### config.mk
export PLATFORM = sky130hd
export DESIGN_NAME = bk_serial_add_seq
export DESIGN_NICKNAME = d
export VERILOG_FILES = /design/src/rtl/bk_pkg.sv /design/src/rtl/brent_kung_cin.sv /design/src/rtl/bk_serial_add_seq.sv
export SDC_FILE = /design/constraint.sdc
export NUM_CORES = 1
export LEC_CHECK = 0
export BUFFER_PORTS_ARGS = -buffer_cell sky130_fd_sc_hd__buf_2
export CAP_MARGIN = 10
export CORE_MARGIN = 2
export CORE_UTILIZATION = 35
export CTS_CLUSTER_SIZE = 14
export DETAILED_ROUTE_END_ITERATION = 8
export SETUP_SLACK_MARGIN = 0.15
export SLEW_MARGIN = 20
export SYNTH_ARGS = -nofsm -noshare
export SYNTH_HDL_FRONTEND = slang
export SYNTH_HIERARCHICAL = 1
export SYNTH_SLANG_ARGS = --single-unit
### constraint.sdc
create_clock -name clk -period 4.7 [get_ports clk]
set_clock_uncertainty 0.15 [all_clocks]
set_input_delay 0.705 -clock clk [delete_from_list [all_inputs] [get_ports clk]]
set_output_delay 0.705 -clock clk [all_outputs]
set_load 0.02 [all_outputs]
### src/rtl/bk_pkg.sv
// Shared types and sizing helpers for the nibble-serial Brent-Kung adder.
package bk_pkg;

  localparam int NIBBLE = 4;

  typedef enum logic [1:0] {
    IDLE = 2'd0,
    RUN  = 2'd1,
    DONE = 2'd2
  } state_t;

  // Number of nibble steps needed for a WIDTH-bit operand.
  function automatic int nibble_count(input int width);
    return width / NIBBLE;
  endfunction

  // Width of the nibble index register, never less than one bit.
  function automatic int index_width(input int width);
    int n;
    n = width / NIBBLE;
    return (n > 1) ? $clog2(n) : 1;
  endfunction

endpackage

### src/rtl/brent_kung_cin.sv
// 4-bit Brent-Kung prefix adder with carry-in, used as the nibble datapath.
module brent_kung_cin (
  input  logic [3:0] a,
  input  logic [3:0] b,
  input  logic       cin,
  output logic [3:0] sum,
  output logic       cout
);

  logic [3:0] g;
  logic [3:0] p;
  logic       g0c;
  logic       g10;
  logic       g32;
  logic       p32;
  logic       g20;
  logic       g30;

  // Bit generate/propagate, with the carry-in folded into bit 0's generate.
  always_comb begin
    g   = a & b;
    p   = a ^ b;
    g0c = g[0] | (p[0] & cin);
  end

  // Up-sweep of the prefix tree, then the single down-sweep node for bit 2.
  always_comb begin
    g10 = g[1] | (p[1] & g0c);
    g32 = g[3] | (p[3] & g[2]);
    p32 = p[3] & p[2];
    g30 = g32 | (p32 & g10);
    g20 = g[2] | (p[2] & g10);
  end

  // Sum bits from propagates and the prefix carries.
  always_comb begin
    sum  = p ^ {g20, g10, g0c, cin};
    cout = g30;
  end

endmodule

### src/rtl/bk_serial_add_seq.sv
// Nibble-serial WIDTH-bit adder built around one brent_kung_cin instance.
// Optional subtraction (A - B) is compiled in when BK_SEQ_SUB_EN is defined.
module bk_serial_add_seq
  import bk_pkg::*;
#(
  parameter int WIDTH = 16
) (
  input  logic             clk,
  input  logic             rst,
  input  logic             in_valid,
  output logic             in_ready,
  input  logic [WIDTH-1:0] in_a,
  input  logic [WIDTH-1:0] in_b,
  input  logic             in_cin,
  input  logic             in_sub,
  output logic             out_valid,
  input  logic             out_ready,
  output logic [WIDTH-1:0] out_sum,
  output logic             out_cout
);

  localparam int N    = nibble_count(WIDTH);
  localparam int IDXW = index_width(WIDTH);
  localparam logic [IDXW-1:0] LAST_IDX = IDXW'(N - 1);

  state_t            state_q;
  state_t            state_d;
  logic [WIDTH-1:0]  a_q;
  logic [WIDTH-1:0]  b_q;
  logic [WIDTH-1:0]  sum_q;
  logic              carry_q;
  logic              cout_q;
  logic [IDXW-1:0]   idx_q;
  logic [IDXW+1:0]   nib_base;
  logic              accept;
  logic              last;
  logic [WIDTH-1:0]  b_load;
  logic              carry_load;
  logic [NIBBLE-1:0] nib_a;
  logic [NIBBLE-1:0] nib_b;
  logic [NIBBLE-1:0] nib_sum;
  logic              nib_cout;

  assign in_ready  = (state_q == IDLE) && !rst;
  assign accept    = in_valid && in_ready;
  assign last      = (idx_q == LAST_IDX);
  assign nib_base  = {idx_q, 2'b00};
  assign out_valid = (state_q == DONE);
  assign out_sum   = sum_q;
  assign out_cout  = cout_q;

`ifdef BK_SEQ_SUB_EN
  // Subtraction stores ~B and forces the carry-in so the adder computes A + ~B + 1.
  always_comb begin
    b_load     = in_sub ? ~in_b : in_b;
    carry_load = in_sub ? 1'b1 : in_cin;
  end
`else
  logic unused_sub;
  assign unused_sub = in_sub;

  // Plain addition only; the subtract request has no effect in this build.
  always_comb begin
    b_load     = in_b;
    carry_load = in_cin;
  end
`endif

  // Select the operand nibbles for the current step.
  always_comb begin
    nib_a = a_q[nib_base +: NIBBLE];
    nib_b = b_q[nib_base +: NIBBLE];
  end

  brent_kung_cin u_adder (
    .a    (nib_a),
    .b    (nib_b),
    .cin  (carry_q),
    .sum  (nib_sum),
    .cout (nib_cout)
  );

  // State register.
  always_ff @(posedge clk) begin
    if (rst) state_q <= IDLE;
    else     state_q <= state_d;
  end

  // Next-state logic: accept, step through N nibbles, then hold the result.
  always_comb begin
    state_d = state_q;
    case (state_q)
      IDLE:    if (accept)    state_d = RUN;
      RUN:     if (last)      state_d = DONE;
      DONE:    if (out_ready) state_d = IDLE;
      default:                state_d = IDLE;
    endcase
  end

  // Operand latch, per-nibble sum write-back and carry chaining.
  always_ff @(posedge clk) begin
    if (rst) begin
      a_q     <= '0;
      b_q     <= '0;
      sum_q   <= '0;
      carry_q <= 1'b0;
      cout_q  <= 1'b0;
      idx_q   <= '0;
    end else begin
      case (state_q)
        IDLE: begin
          if (accept) begin
            a_q     <= in_a;
            b_q     <= b_load;
            carry_q <= carry_load;
            sum_q   <= '0;
            cout_q  <= 1'b0;
            idx_q   <= '0;
          end
        end
        RUN: begin
          sum_q[nib_base +: NIBBLE] <= nib_sum;
          carry_q                   <= nib_cout;
          if (last) begin
            cout_q <= nib_cout;
            idx_q  <= '0;
          end else begin
            idx_q <= idx_q + IDXW'(1);
          end
        end
        default: ;
      endcase
    end
  end

endmodule

Yosys cells after proc, flatten, opt, wreduce, memory -nomap -nowiden
Cells that the tools add are included.

RAM bits: 0. Output and inout bits: 19. Bits in registers: 54. Latch bits: 0. Bits in read-only memories: 0. Memories: 0.

Equal/unequal tests: 6. Muxes and demuxes: 15. Multipliers: 0. $add $sub $neg: 2. Divide/modulo/power cells: 0. Magnitude comparators: 0. Bitwise operators: 14. Shift-type cells: 4. Reductions and logical operators: 9.

Operator list (number): case mux 16 bit (2 select lines) (1); indexed part select 16 x 5 -> 4 bit (2); bitwise mux 16 bit (1); two-way mux 16 bit (1); variable shift 4 x 6 -> 16 bit, first input constant (1); indexed part select 4 x 6 -> 16 bit (1); two-way mux 2 bit (5); XOR 4 bit (2); AND 1 bit (6); negation 4 -> 6 bit (1); case mux 2 bit (3 select lines) (1); AND reduction 3 bit (2); OR 1 bit (5); AND 4 bit (1); equality test 2 bit, second input constant (2); inequality test 2 bit, second input constant (2); case mux 1 bit (2 select lines) (2); case mux 2 bit (2 select lines) (1); AND reduction 2 bit (2); two-way mux 1 bit (3); adder 2 x 1 -> 2 bit, second input constant (1); equality test 2 x 1 -> 1 bit, second input constant (1); logical AND 1 bit (2); logical NOT 2 bit (1); other kinds (3) (3).

Depth between registers and ports, before layout
Word-level depth: 12. Mapped depth: 10. Gate-level depth less buffers: 9.

Cells and area by module
Netlist, hierarchy kept.

Modules (own cells, without submodules): bk_serial_add_seq (seq. area each 1081.0 µm², area an instance 2406.1 µm², cells each 236, instances 1); brent_kung_cin (seq. area each 0.0 µm², area an instance 126.4 µm², cells each 14, instances 1).

Least setup slack after synthesis
Ideal clock, no wire load.

Kind: flip-flop to flip-flop. Start point: register idx_q[0]. End point: register sum_q[15], in the netlist out_sum[15]. Required time: 4.433 ns. Path slack: 1.759 ns. Arrival: 2.674 ns. Stages on the path, launching flop included: 10. Path buffers: 1. Library setup time: 0.117 ns. Cells stage by stage: dfxtp_1 buf_4 mux4_2 inv_1 fa_1 inv_1 fa_1 fa_1 xor2_1 a32o_1.

Longest elaborated chain between the ends: 12.

Ends and longest elaborated chain: from (decl) (line bk_serial_add_seq.sv:33) `logic [IDXW-1:0] idx_q;`; from (signal assigned) (line bk_serial_add_seq.sv:128) `idx_q <= idx_q + IDXW'(1);`; indexed part select 16 x 5 -> 4 bit * (line bk_serial_add_seq.sv:71) `nib_a = a_q[nib_base +: NIBBLE];`; via nib_a[0] (line bk_serial_add_seq.sv:39) `logic [NIBBLE-1:0] nib_a;`; XOR 4 bit (line brent_kung_cin.sv:22) `p = a ^ b;`; AND 1 bit (line brent_kung_cin.sv:23) `g0c = g[0] | (p[0] & cin);`; OR 1 bit * (line brent_kung_cin.sv:23); AND 1 bit * (line brent_kung_cin.sv:28) `g10 = g[1] | (p[1] & g0c);`; OR 1 bit * (line brent_kung_cin.sv:28); AND 1 bit * (line brent_kung_cin.sv:32) `g20 = g[2] | (p[2] & g10);`; OR 1 bit * (line brent_kung_cin.sv:32); XOR 4 bit * (line brent_kung_cin.sv:37) `sum = p ^ {g20, g10, g0c, cin};`; via nib_sum[3] (line bk_serial_add_seq.sv:41) `logic [NIBBLE-1:0] nib_sum;`; indexed part select 4 x 6 -> 16 bit * (line bk_serial_add_seq.sv:122) `sum_q[nib_base +: NIBBLE] <= nib_sum;`; bitwise mux 16 bit * (line bk_serial_add_seq.sv:122); case mux 16 bit (2 select lines) * (line bk_serial_add_seq.sv:110) `case (state_q)`; to (signal, indexed assignment) (line bk_serial_add_seq.sv:122); to (decl) (line bk_serial_add_seq.sv:30) `logic [WIDTH-1:0] sum_q;`.

Mark *: on every way through the listed nets, which the timed path passes. The rest lies on a longest branch. A chain may end at the register's enable or synchronous reset.

Worst setup path after layout
Start point: register idx_q[0]. End point: register sum_q[7], in the netlist out_sum[7].

The elaborated chain is that of the path after synthesis.

==> impl_metrics.toml <==
[cts]
number_of_buffers_added_by_the_clock_tree_synthesis_step = 5
cts_hold_buffers = 0
ctsLongestPathBuffers = 2
cts-resized-gates = 0
clk-insertion-delay-late_ps = 310
tritoncts = "built"
cts.repair_timing.setup_buffer_count = 0
clkTransAtPathRegs_ps = 100
cts-htree-levels = 2
numClockSinks = 54
ctsRootBufferMaster = "clkbuf_8"

[synthesis]
syn-mean-instance-area_um2 = 10.1
synth.lib_cells_used.distinct = 33
synthesis.instances = 250
synth_sequential_area_ratio_pct = 42.7
syn_nets = 299
warnings_from_yosys = 6
netlist_area_pre_place_um2 = 2530
postSynthRegisterBits = 54

[timing]
grt_setup_unrepaired = "no"
hold_slack_ps = 317
worst-slew-pin-transition_ps = 849
min_period_over_period_pct = 66.3
final_max_slew_viol_count = 0
report.final.hold_viol_count = 0
timing.max_slew.rel_slack_pct = 43.4
final_period_minus_worst_setup_slack_ps = 3120
setup-tns-final_ps = 0
fmax_mhz = 321
setup_viol = 0

[critical_path]
critical_path.n_buffers_inverters = 2
worstPathArrival_ps = 3230
timing.reg2reg.worst_path_depth = 8
timing.critical_path.cells = "mux4_2 -> inv_1 -> fa_1 -> inv_1 -> fa_1 -> fa_1 -> xor2_1 -> a32o_1"
worst-endpoint-required_ps = 4810
critical_path.slowest_cell = "dfxtp_1"
endpoint_kind = "flop"
critPathKind = "reg -> reg"
regToRegStartpoint = "idx_q[0]"
timing.critical_path.from_type = "flop"
crit_family = "adder cells"
setup.reg_to_reg.worst_slack_ps = 1580
rr_endpoint = "out_sum[7]"
crit_path_max_incr_delay_ps = 640
cp_max_fo = 8
critical_path.most_common_cell = "fa_1"

[detailed_routing]
detail_route.vias_per_cell = 4.68
detailed_route_iter0_violations = 34
totalWireLength_um = 5210
postRouteAntennaNets = 0
drt-pass1-iter-count = 4
avgRoutedWirePerCell_um = 13.1
drt_drc_violations_left = 0
dr_total_vias = 1869

[placed_design]
dp_hpwl_um = 3660
port_buf_inserts = 55
gp_congestion = 0.833

[global_routing]
grt_start_max_net_pins = 66
groute.usage.overall_pct = 14.2
initial_antenna_violation_count = 0
grt_first_pass_wirelength_um = 8850
grt_overflow = 0
grt_pass1_vias = 1889

[floorplanning]
chipWidth_um = 89.1
fp.dieArea_um2 = 7930
ios = 57
num_rows = 31
placeableCoreArea_um2 = 7140
die_y_um = 89.1
initial_core_util_pct = 35.5

[finish]
antennaDiodeCount = 0
synthToLayoutAreaGrowth_pct = 16.9
drive_above_1_share_pct = 28.3
design.final.nets = 348
final_core_utilization_pct = 41.5

[run]
drv_cap = 0

[worst_hold_path]
timing.hold.worst_path_depth = 1
hold_class = "reg -> reg"
min_delay_worst_endpoint = "out_sum[15]"
hold_path_startpoint = "out_sum[15]"

[power_and_ir_drop]
p_per_area_nw_per_um2 = 334
cell_internal_pwr_w = 0.000719
clock_network_fraction_of_design_power_pct = 32.4
switchingPower_w = 0.000270
p_leak_nw = 1.20
vdd_drop_max_mv = 0.126
fin_total_pwr_w = 0.000989
pwr-share-comb_pct = 16.5
p_sw_share_pct = 27.3
p_seq_share_pct = 51.1

[run_status]
status = "complete, no violations"
-- through the flow --
stage	setup WS [ps]	instance area, um^2	cells
after detailed placement	1550	2840	391
after floorplan	1760	2530	250
after global routing	1360	2960	399
after global placement	1540	2840	391
final	1580	2960	399
after CTS	1520	2960	399
-- metal layers --
| layer | up-vias | GRT usage [%] | routed length [um] |
|---|---|---|---|
| li1 | 971 | - | - |
| met1 | 852 | 18.9 | 2530 |
| met2 | 39 | 23.9 | 2430 |
| met3 | 7 | 3.69 | 204 |
| met4 | 0 | 2.44 | 44 |
| met5 | - | 0 | 0 |
-- how the worst max path moves through the flow --
| stage | from | endpoint | slack, ps | depth (start not counted) |
|---|---|---|---|---|
| detailed placement | idx_q[0] | out_sum[11] | 1550 | 8 |
| global route | idx_q[0] | out_sum[11] | 1360 | 8 |
| CTS | idx_q[0] | out_sum[11] | 1520 | 8 |
| floorplan | idx_q[0] | out_sum[15] | 1760 | 9 |
| global placement | idx_q[0] | out_sum[7] | 1540 | 8 |
| finish | idx_q[0] | out_sum[7] | 1580 | 8 |
-- cells by family after synthesis --
logic type / Yosys count / share of synthesized area [%]
xor+xnor: 1 / 0.346
mux: 12 / 9.04
simple gates: 88 / 20.9
fa+ha+maj: 11 / 6.32
compound gates: 60 / 15.1
flops: 54 / 42.7
buf+inv: 24 / 5.53
-- power by group through the flow --
stage / clock, W / combinational (W) / sequential (W)
floorplan: 0 / 0.000125 / 0.000510
global placement: 0 / 0.000162 / 0.000515
detailed placement: 0 / 0.000164 / 0.000516
CTS: 0.000333 / 0.000165 / 0.000506
global route: 0.000354 / 0.000182 / 0.000510
finish: 0.000321 / 0.000163 / 0.000505
-- layout by cell type, fill, tap and decap left out, drive strengths merged, types with 8 or more instances in the layout --
master and count:
buf 58, dfxtp 54, nand2b 35, nand2 34
o21ai 32, a21oi 10, inv 9, a22o 8
a32o 8, ha 8, mux4 8
-- final cells by class --
cell class	instances	area [um^2]
fill	747	4180
multi-input combinational	172	1310
sequential	54	1080
timing repair buffer	58	298
tap	99	124
clock buffer	5	68.8
clock inverter	3	48.8
inverter	8	30.0
-- state kept, by name, summed over array words and instances, names as in the netlist --
name,flops
out_sum,16
state_q,2
out_cout,1
carry_q,1
a_q,16
b_q,16
idx_q,2
-- synth_stat cells (all sizes together) --
master  count  share of area [%]
or4b        1               0.54
xor2        1               0.35
mux4        8                7.3
a22oi       1               0.30
nor4        3                2.5
a22o        8                2.8
dfxtp      54                 43
o21ai      32                6.3
buf        11                3.6
nor3        1               0.20
ha          8                4.0
nand2b     35                8.6
nor2b       2               0.49
inv         8                1.2
mux2        4                1.8
nand3b      2               0.59
fa          3                2.4
nand3       6                1.2
or3         1               0.25
a21oi      10                2.3
a32o        8                3.2
clkbuf      5               0.74
o31ai       1               0.30
nand2      34                5.0
nor4b       1               0.94
and2b       1               0.30
and2        1               0.25
No activity file was read; power rests on OpenSTA's default activity.
